**src/rtl/morse_press_timer.sv**
```systemverilog
// Morse key timer: measures press and gap lengths in timebase ticks, reports each
// press as dot/dash and pulses on letter and word gaps.
module morse_press_timer #(
  parameter int WIDTH       = 8,
  parameter int DASH_THRESH = 3,
  parameter int LETTER_GAP  = 3,
  parameter int WORD_GAP    = 7
) (
  input  logic             CLK,
  input  logic             RST,
  input  logic             tick_en,
  input  logic             key_in,
  output logic [WIDTH-1:0] count,
  output logic             pressing,
  output logic             saturated,
  output logic             sym_valid,
  output logic             sym_dash,
  output logic             letter_end,
  output logic             word_end
);

  localparam logic [WIDTH-1:0] CMAX     = '1;
  localparam logic [WIDTH:0]   DASH_T   = DASH_THRESH[WIDTH:0];
  localparam logic [WIDTH-1:0] LETTER_T = LETTER_GAP[WIDTH-1:0];
  localparam logic [WIDTH-1:0] WORD_T   = WORD_GAP[WIDTH-1:0];

  typedef enum logic [1:0] {IDLE, PRESS, GAP} state_t;

  state_t           state, state_nx;
  logic [WIDTH-1:0] count_nx, count_inc;
  logic             sym_valid_nx, sym_dash_nx, letter_nx, word_nx;

  assign count_inc = (count == CMAX) ? count : count + 1'b1;

  always_ff @(posedge CLK or posedge RST) begin
    if (RST) begin
      state      <= IDLE;
      count      <= '0;
      pressing   <= 1'b0;
      saturated  <= 1'b0;
      sym_valid  <= 1'b0;
      sym_dash   <= 1'b0;
      letter_end <= 1'b0;
      word_end   <= 1'b0;
    end else begin
      state      <= state_nx;
      count      <= count_nx;
      pressing   <= (state_nx == PRESS);
      saturated  <= (count_nx == CMAX);
      sym_valid  <= sym_valid_nx;
      sym_dash   <= sym_dash_nx;
      letter_end <= letter_nx;
      word_end   <= word_nx;
    end
  end

  // Key edges win over tick_en: a tick on the edge cycle is dropped.
  always_comb begin
    state_nx     = state;
    count_nx     = count;
    sym_valid_nx = 1'b0;
    sym_dash_nx  = sym_dash;
    letter_nx    = 1'b0;
    word_nx      = 1'b0;
    case (state)
      IDLE: begin
        count_nx = '0;
        if (key_in) state_nx = PRESS;
      end
      PRESS: begin
        if (!key_in) begin
          state_nx     = GAP;
          count_nx     = '0;
          sym_valid_nx = 1'b1;
          sym_dash_nx  = ({1'b0, count} >= DASH_T);
        end else if (tick_en) begin
          count_nx = count_inc;
        end
      end
      GAP: begin
        if (key_in) begin
          state_nx = PRESS;
          count_nx = '0;
        end else if (tick_en) begin
          count_nx = count_inc;
          if (count_inc == LETTER_T) letter_nx = 1'b1;
          if (count_inc == WORD_T) begin
            word_nx  = 1'b1;
            state_nx = IDLE;
            count_nx = '0;
          end
        end
      end
      default: begin
        state_nx = IDLE;
        count_nx = '0;
      end
    endcase
  end

endmodule
```
**config.mk**
```make
export PLATFORM = sky130hd
export DESIGN_NAME = morse_press_timer
export DESIGN_NICKNAME = d
export VERILOG_FILES = /design/src/rtl/morse_press_timer.sv
export SDC_FILE = /design/constraint.sdc
export NUM_CORES = 1
export LEC_CHECK = 0
export ABC_CLOCK_PERIOD_IN_PS = 4650
export CORE_UTILIZATION = 55
export DETAILED_ROUTE_END_ITERATION = 10
export PLACE_DENSITY = 0.85
export SYNTH_ARGS = -nofsm -noshare
export SYNTH_HDL_FRONTEND = slang
export SYNTH_SLANG_ARGS = --single-unit
```
**constraint.sdc**
```tcl
create_clock -name CLK -period 4.65 [get_ports CLK]
set_clock_uncertainty 0.2 [all_clocks]
set_input_delay 0.93 -clock CLK [delete_from_list [all_inputs] [get_ports CLK]]
set_output_delay 0.93 -clock CLK [all_outputs]
set_load 0.005 [all_outputs]
```
; ---- Word level (Yosys, flattened, before mapping)
; Cells that the tools add are included.
[op_classes]
magnitude_cmp = 1
eq_ne = 7
n_reduce_logical = 2
n_addsub = 1
bitwise_logic = 1
mux = 23
[ops]
columns = cell, count
row1 = $mux 8, 6
row2 = $eq 8x8->1 const B, 2
row3 = $pmux 8 s2, 1
row4 = $mux 1, 10
row5 = $mux 2, 5
row6 = $add 8x1->8 const B, 1
row7 = $eq 8x2->1 const B, 1
row8 = $eq 8x3->1 const B, 1
row9 = $ge 8x2->1 const B, 1
row10 = $pmux 2 s3, 1
row11 = $eq 2x1->1 const B, 2
row12 = $eq 2x2->1 const B, 1
row13 = $logic_not 2->1, 1
row14 = $reduce_and 2->1, 1
row15 = $not 1->1, 1
[word_totals]
ff_bits = 16
word_cells = 43
in_bits = 4

; ---- Logic depth before layout (Yosys ltp)
[logic_depth]
ltp_word = 8
ltp_mapped = 7

; ---- Worst setup path before layout
; OpenSTA, ideal clock, no wires.
[synth_timing]
path_kind = input -> register
from = input key_in
to = register saturated
arrival_time_ns = 1.933
setup_slack_ns = 2.421
n_path_buf = 0
path_stages = 4
setup_ns = 0.096
required_ns = 4.354
path_cell_list = nor2b_1 -> o21ai_1 -> or4_1 -> nor4_2
[synth_via]
elab_chain_len = 3
word_cells_on_any_way = 4
[synth_lines]
columns = item, line
row1 = "start, declared", 12  ; input logic key_in,
row2 = "$mux 8, on equally long branches", "81, 71"
row3 = $pmux 8 s2 (*), 65  ; case (state)
row4 = $eq 8x8->1 (*), 49  ; saturated <= (count_nx == CMAX);
row5 = "end signal, assigned", 49
row6 = "end, declared", 15  ; output logic saturated,
; Mark *: on every way between the ends. The rest lies on a longest branch, timed or not.
; A chain may end at the register's enable or synchronous reset.

; ---- Final worst setup path
[layout_timing]
from = input tick_en
to = register saturated
[layout_via]
elab_chain_len = 4
word_cells_on_any_way = 6
[layout_lines]
columns = item, line
row1 = "start, declared", 11  ; input logic tick_en,
row2 = "$mux 8, on equally long branches", "84, 76"
row3 = "$mux 8, on equally long branches", "81, 71"
row4 = $pmux 8 s2 (*), 65
row5 = $eq 8x8->1 (*), 49
; Marks and branches as above.

==> flow_summary_export.csv <==
group,metric,value,unit
outcome,status,"finished, final reports clean",
setup_path,path_cells,"clkdlybuf4s50_1 -> nand4_1 -> o21ai_0 -> o21ai_0 -> or4_1 -> nor4_2",
synthesis,synth.top_cell.area_share,40.3,%
cts,htreeDepth,1,
power,switching_share,34.3,%
synthesis,synth_xor_area_share,1.76,%
drt,drt_first_iter_violations,41,
cts,cts_tree,"built",
cells_and_area,multi_input_area,549,µm²
grt,grt_pass1_wl,3.70,mm
grt,grt_max_degree,17,
setup_path,cp.required,4.64,ns
place,place.gp.congestion,0.939,
cts,cts_resized,0,
synthesis,synth_ff_type,"dfrtp_1",
cells_and_area,fillers,108,
setup_path,critPathCaptureType,"register",
synthesis,ys_seq_area_share,40.3,%
setup_path,worstPathArrival,2.69,ns
synthesis,synth_mux_area_share,3.02,%
place,dp_hpwl,1.64,mm
timing,hold_violations,0,
synthesis,synth_nets,112,
drt,drc,0,
floorplanning,die_y,44.5,µm
synthesis,synthAdderAreaFrac,6.30,%
setup_path,worst_path_most_repeated_cell,"o21ai_0",
setup_path,critical-path-slowest-cell,"clkdlybuf4s50_1",
timing,period_needed,2.70,ns
place,io_buffers,17,
floorplanning,core,1590,µm²
cells_and_area,drive_above_1_share,11.8,%
drt,firstDrtPassIters,4,
timing,rsz0062_at_grt,"false",
cells_and_area,register_area,400,µm²
drt,vias,869,
drt,wl,2.17,mm
drt,routed_via_density,6.08,
synthesis,synth_compound_gate_area_share,19.6,%
power,powerDensity,341,nW/µm²
power,intPower,267,µW
synthesis,yosys.cell_types.count,41,
cells_and_area,design_area,1190,µm²
synthesis,synth.avg_cell_area,9.65,µm²
synthesis,synthTopCellsByArea,"dfrtp_1, ha_1, o21ai_0, a21oi_1, mux2i_1",
timing,finalSetupViolCount,0,
synthesis,ys_ff_latch,16,
setup_path,worstSetupPathType,"in -> reg",
cells_and_area,nNetsFinal,130,
cts,cts.sinks,16,
floorplanning,die_w,44.5,µm
timing,maxSlewViolCount,0,
grt,antenna_found_initial,0,
setup_path,worstPathMaxFanout,7,
synthesis,syn-cell-area,993,µm²
floorplanning,num_io_pins,18,
timing,period_share,58.1,%
synthesis,syn-instance-count,103,
drt,wl_per_cell,15.2,µm
cts,clkLatencyLatePin,0.28,ns
cells_and_area,areaGrowthSynthToFinish,19.9,%
place,dpl_cell_area,1170,µm²
hold_path,hold_class,"reg -> reg",
drt,ant_nets,0,
power,power_frac_comb,38.0,%
cts,cts_setup_buffers,0,
synthesis,synthMostInstantiatedCell,"dfrtp_1",
cts,ctsHoldBuffers,0,
drt,wl_met1,974,µm
cells_and_area,diodes,0,
synthesis,yosysTopAreaCell,"dfrtp_1",
floorplanning,initial_core_util,62.3,%
cts,clockBufferDepth,2,
power,p_leak,0.495,nW
cts,clk_pin_slew_worst_paths,0.08,ns
synthesis,synth_edf_count,0,
power,clockPowerShare,17.1,%
synthesis,yosysWarnings,0,
power,p_seq_share,44.9,%
floorplanning,die_area,1980,µm²
timing,worstMarginPinSlew,0.603,ns
cells_and_area,utilization,74.7,%
floorplanning,fp-row-count,14,
drt,routed-wl-met2,1.04,mm
timing,relSlewSlack,59.8,%
synthesis,synth_top_family_by_area,"simple AND/OR/NAND/NOR gates",
grt,first_global_vias,825,
cts,cts_buffers,3,
power,vdd_drop_max,285,µV
drt,top_layer,"met4",
grt,grt_overflow_total,0,
setup_path,cp_slowest_stage_delay,0.59,ns
setup_path,worstSetupStartpointType,"input port",
flow_run,cap_violations,0,
drt,wl_met3,138,µm
cells_and_area,instances_no_fill,143,
timing,max_freq,370,MHz
grt,grt_util_all_layers,26.5,%
synthesis,synth_common_cells,"dfrtp_1, nor2_1, o21ai_0",
timing,fin_tns_setup,0,ns
power,p_switching,139,µW
synthesis,async_flop_share,100,%
cts,cts-root-buf,"clkbuf_4",
place,dp_cells,140,
synthesis,synthSimpleGateAreaFrac,24.6,%
-- cells in the final DEF (no fill, tap or decap), types with 2 or more instances in the layout --
master and count:
clkdlybuf4s50_1 17, dfrtp_1 16, o21ai_0 8, nor2_1 8, a21oi_1 7, inv_1 5
ha_1 5, nor3_1 4, mux2i_1 3, and3_1 3, nand4_1 3, clkbuf_4 3
nand2b_1 2, a31oi_1 2, nor2b_1 2, o21ai_1 2, nand3_1 2, o21a_1 2
a211oi_1 2, o211ai_1 2
-- final cells by class --
type	count	area share, %
clock buffer	3	1.89
inverter	5	1.58
multi-input combinational	78	46.1
sequential	16	33.6
tap	24	2.52
timing repair buffer	17	14.3
-- power groups by stage --
stage | Clock [mW] | Combinational [mW] | Sequential [mW]
finish | 0.0696 | 0.154 | 0.182
detailed placement | 0 | 0.152 | 0.185
CTS | 0.0716 | 0.153 | 0.183
global route | 0.0799 | 0.173 | 0.185
global placement | 0 | 0.148 | 0.184
floorplan | 0 | 0.0995 | 0.182
-- logic make-up after synthesis --
| group | Yosys count |
|---|---|
| DFF | 16 |
| xor gates and xnor gates | 2 |
| and+or+nand+nor | 38 |
| buffers and inverters | 9 |
| muxes | 3 |
| adders and majority gates | 5 |
| AOI/OAI and AO/OA | 30 |
-- critical path: cells and delay by family --
family                 cells  cell delay [ns]
AOI/OAI and AO/OA          2             0.31
buffers and inverters      1             0.59
and+or+nand+nor            3             0.85
-- stage by stage --
stage                     power (mW)  worst slack, ns  hold WS (ns)
after global routing           0.438             1.83         0.358
after global placement         0.331             1.69         0.310
after floorplan                0.281             2.42         0.319
after CTS                      0.407             1.94         0.339
after detailed placement       0.338             1.66         0.320
final                          0.406             1.95         0.338
-- sequential cells by signal, indices dropped and copies added (netlist names) --
name,cells
word_end,1
pressing,1
sym_dash,1
sym_valid,1
saturated,1
count,8
letter_end,1
state,2
-- final timing paths --
path	slack, ns	cells past startpoint	to	start
worst max-delay path	1.95	6	saturated	tick_en
worst min-delay path	0.34	2	sym_dash	sym_dash
worst max register to register	2.21	6	count[0]	count[0]
worst min register to register	0.34	2	sym_dash	sym_dash
max in group asynchronous	3.05	2	state[0]	RST
min in group asynchronous	0.81	2	count[4]	RST
-- metal layers --
metal	track usage, %	up-vias
met5	0	-
met3	7.76	2
li1	-	418
met2	40.6	40
met1	35.6	409
met4	9.70	0
(Power assumes the default switching activity.)
